--- config.mk ---
export PLATFORM = sky130hd
export DESIGN_NAME = arb_rr_pry
export DESIGN_NICKNAME = d
export VERILOG_FILES = /design/src/rtl/arb_rr_pry.sv
export SDC_FILE = /design/constraint.sdc
export NUM_CORES = 1
export LEC_CHECK = 0
export BUFFER_PORTS_ARGS = -buffer_cell sky130_fd_sc_hd__buf_2
export CAP_MARGIN = 20
export CORE_MARGIN = 3
export CORE_UTILIZATION = 40
export CTS_CLUSTER_DIAMETER = 100
export DETAILED_ROUTE_END_ITERATION = 10
export GPL_TIMING_DRIVEN = 0
export PLACE_DENSITY = 0.64
export SYNTH_ARGS = -nofsm -noshare
export SYNTH_HDL_FRONTEND = slang
export SYNTH_SLANG_ARGS = --single-unit
--- constraint.sdc ---
create_clock -name clk -period 3.4 [get_ports clk]
set_input_delay 0.17 -clock clk [delete_from_list [all_inputs] [get_ports clk]]
set_output_delay 0.17 -clock clk [all_outputs]
set_load 0.03 [all_outputs]
--- src/rtl/arb_rr_pry.sv ---
// rtl/arb_rr_pry.sv - round-robin arbiter with registered one-hot grant and valid/ack handshake
module arb_rr_pry #(
  parameter int WIDTH          = 8,
  parameter     DIRECTION      = "LSB",
  parameter int IMPLEMENTATION = 0
) (
  input  logic                     clk,
  input  logic                     rst,
  input  logic [WIDTH-1:0]         req,
  input  logic                     ack,
  output logic [WIDTH-1:0]         grt,
  output logic [$clog2(WIDTH)-1:0] idx,
  output logic                     vld
);

  localparam int IW     = $clog2(WIDTH);
  localparam bit SRCH_MSB = (DIRECTION == "MSB");

  typedef enum logic {IDLE = 1'b0, BUSY = 1'b1} state_t;

  state_t           state, state_nx;
  logic [WIDTH-1:0] msk, msk_nx, msk_eff;
  logic [WIDTH-1:0] grt_nx, cand, win;
  logic [IW-1:0]    idx_nx;

  function automatic logic [WIDTH-1:0] rev(input logic [WIDTH-1:0] x);
    logic [WIDTH-1:0] r;
    for (int i = 0; i < WIDTH; i++) r[i] = x[WIDTH-1-i];
    return r;
  endfunction

  // Sets every bit at and above the lowest set bit of x.
  function automatic logic [WIDTH-1:0] thermo_up(input logic [WIDTH-1:0] x);
    logic [WIDTH-1:0] t;
    if (IMPLEMENTATION == 0) begin
      t[0] = x[0];
      for (int i = 1; i < WIDTH; i++) t[i] = t[i-1] | x[i];
    end else begin
      t = x | (~x + WIDTH'(1));
    end
    return t;
  endfunction

  function automatic logic [WIDTH-1:0] thermo(input logic [WIDTH-1:0] x);
    return SRCH_MSB ? rev(thermo_up(rev(x))) : thermo_up(x);
  endfunction

  function automatic logic [WIDTH-1:0] first(input logic [WIDTH-1:0] x);
    logic [WIDTH-1:0] t;
    t = thermo(x);
    return SRCH_MSB ? (t & ~(t >> 1)) : (t & ~(t << 1));
  endfunction

  function automatic logic [IW-1:0] enc(input logic [WIDTH-1:0] oh);
    logic [IW-1:0] e;
    e = '0;
    for (int i = 0; i < WIDTH; i++) if (oh[i]) e = e | IW'(i);
    return e;
  endfunction

  always_comb begin
    state_nx = state;
    grt_nx   = grt;
    idx_nx   = idx;
    msk_nx   = msk;
    // On acceptance the mask excludes the winner and everything already passed.
    msk_eff  = (state == BUSY && ack) ? (thermo(grt) & ~grt) : msk;
    cand     = req & msk_eff;
    win      = (|cand) ? first(cand) : first(req);
    case (state)
      IDLE: begin
        if (|req) begin
          grt_nx   = win;
          idx_nx   = enc(win);
          state_nx = BUSY;
        end else begin
          grt_nx = '0;
          idx_nx = '0;
        end
      end
      BUSY: begin
        if (ack) begin
          msk_nx = msk_eff;
          if (|req) begin
            grt_nx = win;
            idx_nx = enc(win);
          end else begin
            grt_nx   = '0;
            idx_nx   = '0;
            state_nx = IDLE;
          end
        end
      end
      default: state_nx = IDLE;
    endcase
  end

  always_ff @(posedge clk) begin
    if (rst) begin
      state <= IDLE;
      grt   <= '0;
      idx   <= '0;
      msk   <= '1;
    end else begin
      state <= state_nx;
      grt   <= grt_nx;
      idx   <= idx_nx;
      msk   <= msk_nx;
    end
  end

  assign vld = (state == BUSY);

endmodule

---- After elaboration in Yosys (flattened, before gate mapping) ----
Cells that the tools add are included.
word-level totals
  bits in registers ....................... 20
  input port bits ......................... 11
  logic and storage cells ................. 56
operators by class
  eq/ne operators ......................... 1
  multiplexer cells ....................... 18
  bitwise gates (word level) .............. 29
  reductions and logical operators ........ 4
operator list
  kind                  number
  $and A8 B8 Y8         4
  $mux W8               4
  $not A8 Y8            3
  $or A1 B1 Y1          21
  $mux W3               6
  $pmux W8 S2           1
  $reduce_or A8 Y1      2
  $pmux W3 S2           1
  $mux W2               2
  $mux W1               3
  $ne A2 B2 Y1 const B  1
  $pmux W1 S2           1
  $reduce_and A2 Y1     1
  $logic_and A1 B1 Y1   1
  $not A1 Y1            1

---- Longest topological paths before layout ----
  depth in word-level cells ............... 29
  gate-level depth with buffers ........... 9
  mapped depth without buffers ............ 7

---- Worst setup path after synthesis ----
Ideal clock, no wire load.
  kind .................................... register to register
  from .................................... register grt[0]
  to ...................................... register idx[0]
  library setup time ...................... 0.134 ns
  arrival time ............................ 2.184 ns
  data required time ...................... 3.266 ns
  path slack .............................. 1.082 ns
  stages on the path, launching flop included .. 8
  clock period less this slack ............ 2.318 ns
  cells stage by stage .................... dfxtp_1 > or4_4 > or4_4 > nand3_4 > nand4_4 > a21bo_1 > o2111ai_1 > a31oi_1
on the way
  cells in the longest elaborated chain, start to end .. 22
RTL lines
  element                    line    RTL
  start, declared            11      output logic [WIDTH-1:0] grt,
  start signal, assigned     106     grt <= grt_nx;
  $or A1 B1 Y1 (7 in a row)  37      for (int i = 1; i < WIDTH; i++) t[i] = t[i-1] | x[i];
  $and A8 B8 Y8 (*)          67      msk_eff = (state == BUSY && ack) ? (thermo(grt) & ~grt) : msk;
  $mux W8 (*)                67
  $and A8 B8 Y8 (*)          68      cand = req & msk_eff;
  $reduce_or A8 Y1           69      win = (|cand) ? first(cand) : first(req);
  $mux W8 (*)                69
  $mux W1                    57      for (int i = 0; i < WIDTH; i++) if (oh[i]) e = e | IW'(i);
  $mux W2 (2 in a row)       57
  $mux W3 (3 in a row)       57
  $mux W3 (*)                57
  $mux W3 (*)                72, 84
  $mux W3                    82      if (ack) begin
  $pmux W3 S2 (*)            70      case (state)
  end signal, assigned       107     idx <= idx_nx;
  end, declared              12      output logic [$clog2(WIDTH)-1:0] idx,
Mark *: on every way between the ends. The rest lies on a longest branch, timed or not. The select of a mux whose other input is x is not followed.
A chain may end at the register's enable or synchronous reset.

---- Worst setup path in the final report ----
Same ends and word-level chain as after synthesis.

==> results.toml <==
[status]
status = "complete, no violations"

[sta]
rsz0062_at_grt = "false"
hold_violations = 0
tightest_slew_ns = 0.6199
finalCritPeriodShare_pct = 76.19
setup_tns_ns = 0
finClkSkew_ns = 0.001881
hold_ws_ns = 0.07562
period_minus_slack_ns = 2.591
setup_viol = 0
relSlewSlack_pct = 58.29
finalMaxSlewViolations = 0
timing.fmax_mhz = 386.0

[clock_tree]
clock-sinks = 20
ctsHoldBuffers = 0
clk_latency_ns = 0.30
clock_path_buffers = 2
path_clk_slew_ns = 0.11
root_buffer = "clkbuf_4"
cts_tree = "done"
ctsResizeCount = 0
ctsHtreeMaxLevel = 1
cts_setup_buffers = 0
cts_buffers = 3

[global_route]
grt_pass1_vias = 1134
antenna_found_initial = 0
grt_usage_pct = 19.12
grt_max_degree = 11
grt.overflow.total = 0
grt_pass1_wl_um = 5043

[logic_synthesis]
async_flop_share_pct = 0
syn-num-nets = 150
synth.avg_cell_area_um2 = 8.173
synth-main-ff-cell = "dfxtp_1"
synth-seq-area-share_pct = 35.24
synth-seq-cells = 20
synth_cell_types = 44
synth-edff-count = 0
synth_area_um2 = 1136
syn_inst = 139
yosys_warnings = 0

[floorplanning]
rows = 18
die_w_um = 59.30
core_um2 = 2590
initial_utilization_pct = 43.86
io_pins = 23
die-area_um2 = 3516
die_h_um = 59.30

[placed_design]
gp_congestion = 0.8593
port-buffer-count = 21
dp_hpwl_um = 2376

[setup_path]
criticalPathCategory = "flip-flop to flip-flop"
crit_fanout = 8
cp-end-kind = "flip-flop"
worstReg2RegStart = "grt[0]"
crit_start = "grt[0]"
cp.arrival_ns = 2.77
required_ns = 3.58
start_kind = "flip-flop"

[route]
initialDrtViolationCount = 55
drt_wl_total_um = 3083
antenna_left = 0
vias = 1158
routedWlPerCell_um = 15.97
vias_per_cell = 6.000
first_pass_iters = 4
drc = 0

[finish]
multi_input_area_um2 = 696.9
num-fill-cells = 260
final_common_cell = "buf_2"
nets = 176
syn2layout_area_growth_pct = 14.54
final_cell_mix = "25 x buf_2, 20 x nand2_1, 20 x dfxtp_1"
n_antenna_cell = 0
drive_gt1_share_pct = 24.54
regArea_um2 = 400.4

[pwr]
ir_drop_mv = 0.2285
power_per_cell_area_nw_per_um2 = 392.2
total_power_uw = 510.3
p_leak_uw = 0.0005067

[job]
cap_violations = 0

[hold_path]
hp-class = "input pin to flip-flop"
hp-start = "rst"
-- path summary, 6_finish.rpt --
kind / endpoint / slack [ns] / cells after the start
worst max-delay path: idx[0] / 0.81 / 7
worst min-delay path: msk[7] / 0.08 / 2
worst max register to register: idx[0] / 0.81 / 7
worst min register to register: msk[4] / 0.49 / 2
-- logic make-up after synthesis --
group / share of synthesized area [%]
AO/OA/AOI/OAI: 28.08
buffers and inverters: 3.414
flip-flops: 35.24
multiplexers: 0.8811
AND/OR/NAND/NOR: 32.38
-- worst max-delay path, cell delays in order (launching register included) --
cell and delay (ns):
dfxtp_1 0.39, nor4_1 0.60, o22ai_1 0.22, nor4_2 0.56, nand4_4 0.20, a21bo_1 0.24
o2111ai_1 0.13, a31oi_1 0.12
-- cell usage after synthesis (all sizes together), types with 2 or more instances --
library cell / number / share of area [%]
clkbuf: 3 / 0.99
or3: 2 / 1.1
a211oi: 2 / 1.3
a22oi: 3 / 2.0
a21oi: 16 / 7.4
nor4: 3 / 2.2
or2: 2 / 1.1
o31ai: 3 / 2.0
nand2: 20 / 6.6
and2: 2 / 1.1
nand2b: 3 / 1.7
nor2: 9 / 3.0
nand4b: 3 / 2.3
dfxtp: 20 / 35
or4: 3 / 2.6
nor3: 4 / 1.8
nor2b: 2 / 1.1
nand3b: 2 / 1.3
nand3: 5 / 3.3
o21ai: 7 / 3.1
a31oi: 2 / 1.1
inv: 2 / 0.66
o22ai: 2 / 1.1
buf: 4 / 1.8
-- power breakdown --
group / leakage, uW / switching [uW] / total [uW] / internal, uW
Clock: 0.0000138 / 72.6 / 114 / 41.3
Combinational: 0.000328 / 86.1 / 136 / 49.6
Sequential: 0.000164 / 11.1 / 261 / 250
Total: 0.000507 / 170 / 510 / 340
-- sequential cells by signal, summed over array words and instances, names as in the netlist --
register	count
idx	3
msk	8
grt	8
vld	1
-- layer usage --
layer	vias to the layer above	routed length [um]	global-route usage [%]
met1	536	1374	23.70
met4	0	52	8.738
met2	48	1430	32.14
met3	7	226	3.050
li1	567	-	-
met5	-	0	0
-- layout make-up --
| class | count | share of cell area, % |
|---|---|---|
| plain buffers | 7 | 2.404 |
| clock buffers | 3 | 1.731 |
| flip-flops and latches | 20 | 30.77 |
| well taps | 30 | 2.885 |
| multi-input cells | 110 | 53.56 |
| repair buffers | 21 | 8.077 |
| inverters | 2 | 0.5769 |
-- stage by stage --
stage / util, % / setup slack (ns) / instances / instance area (um2)
global route: 50.24 / 0.5761 / 193 / 1301
floorplan: - / 1.082 / 139 / 1136
detailed placement: 49.37 / 0.8260 / 190 / 1279
global placement: 49.37 / 0.8334 / 190 / 1279
CTS: 50.24 / 0.7946 / 193 / 1301
finish: 50.24 / 0.8095 / 193 / 1301
(Power assumes the default switching activity.)
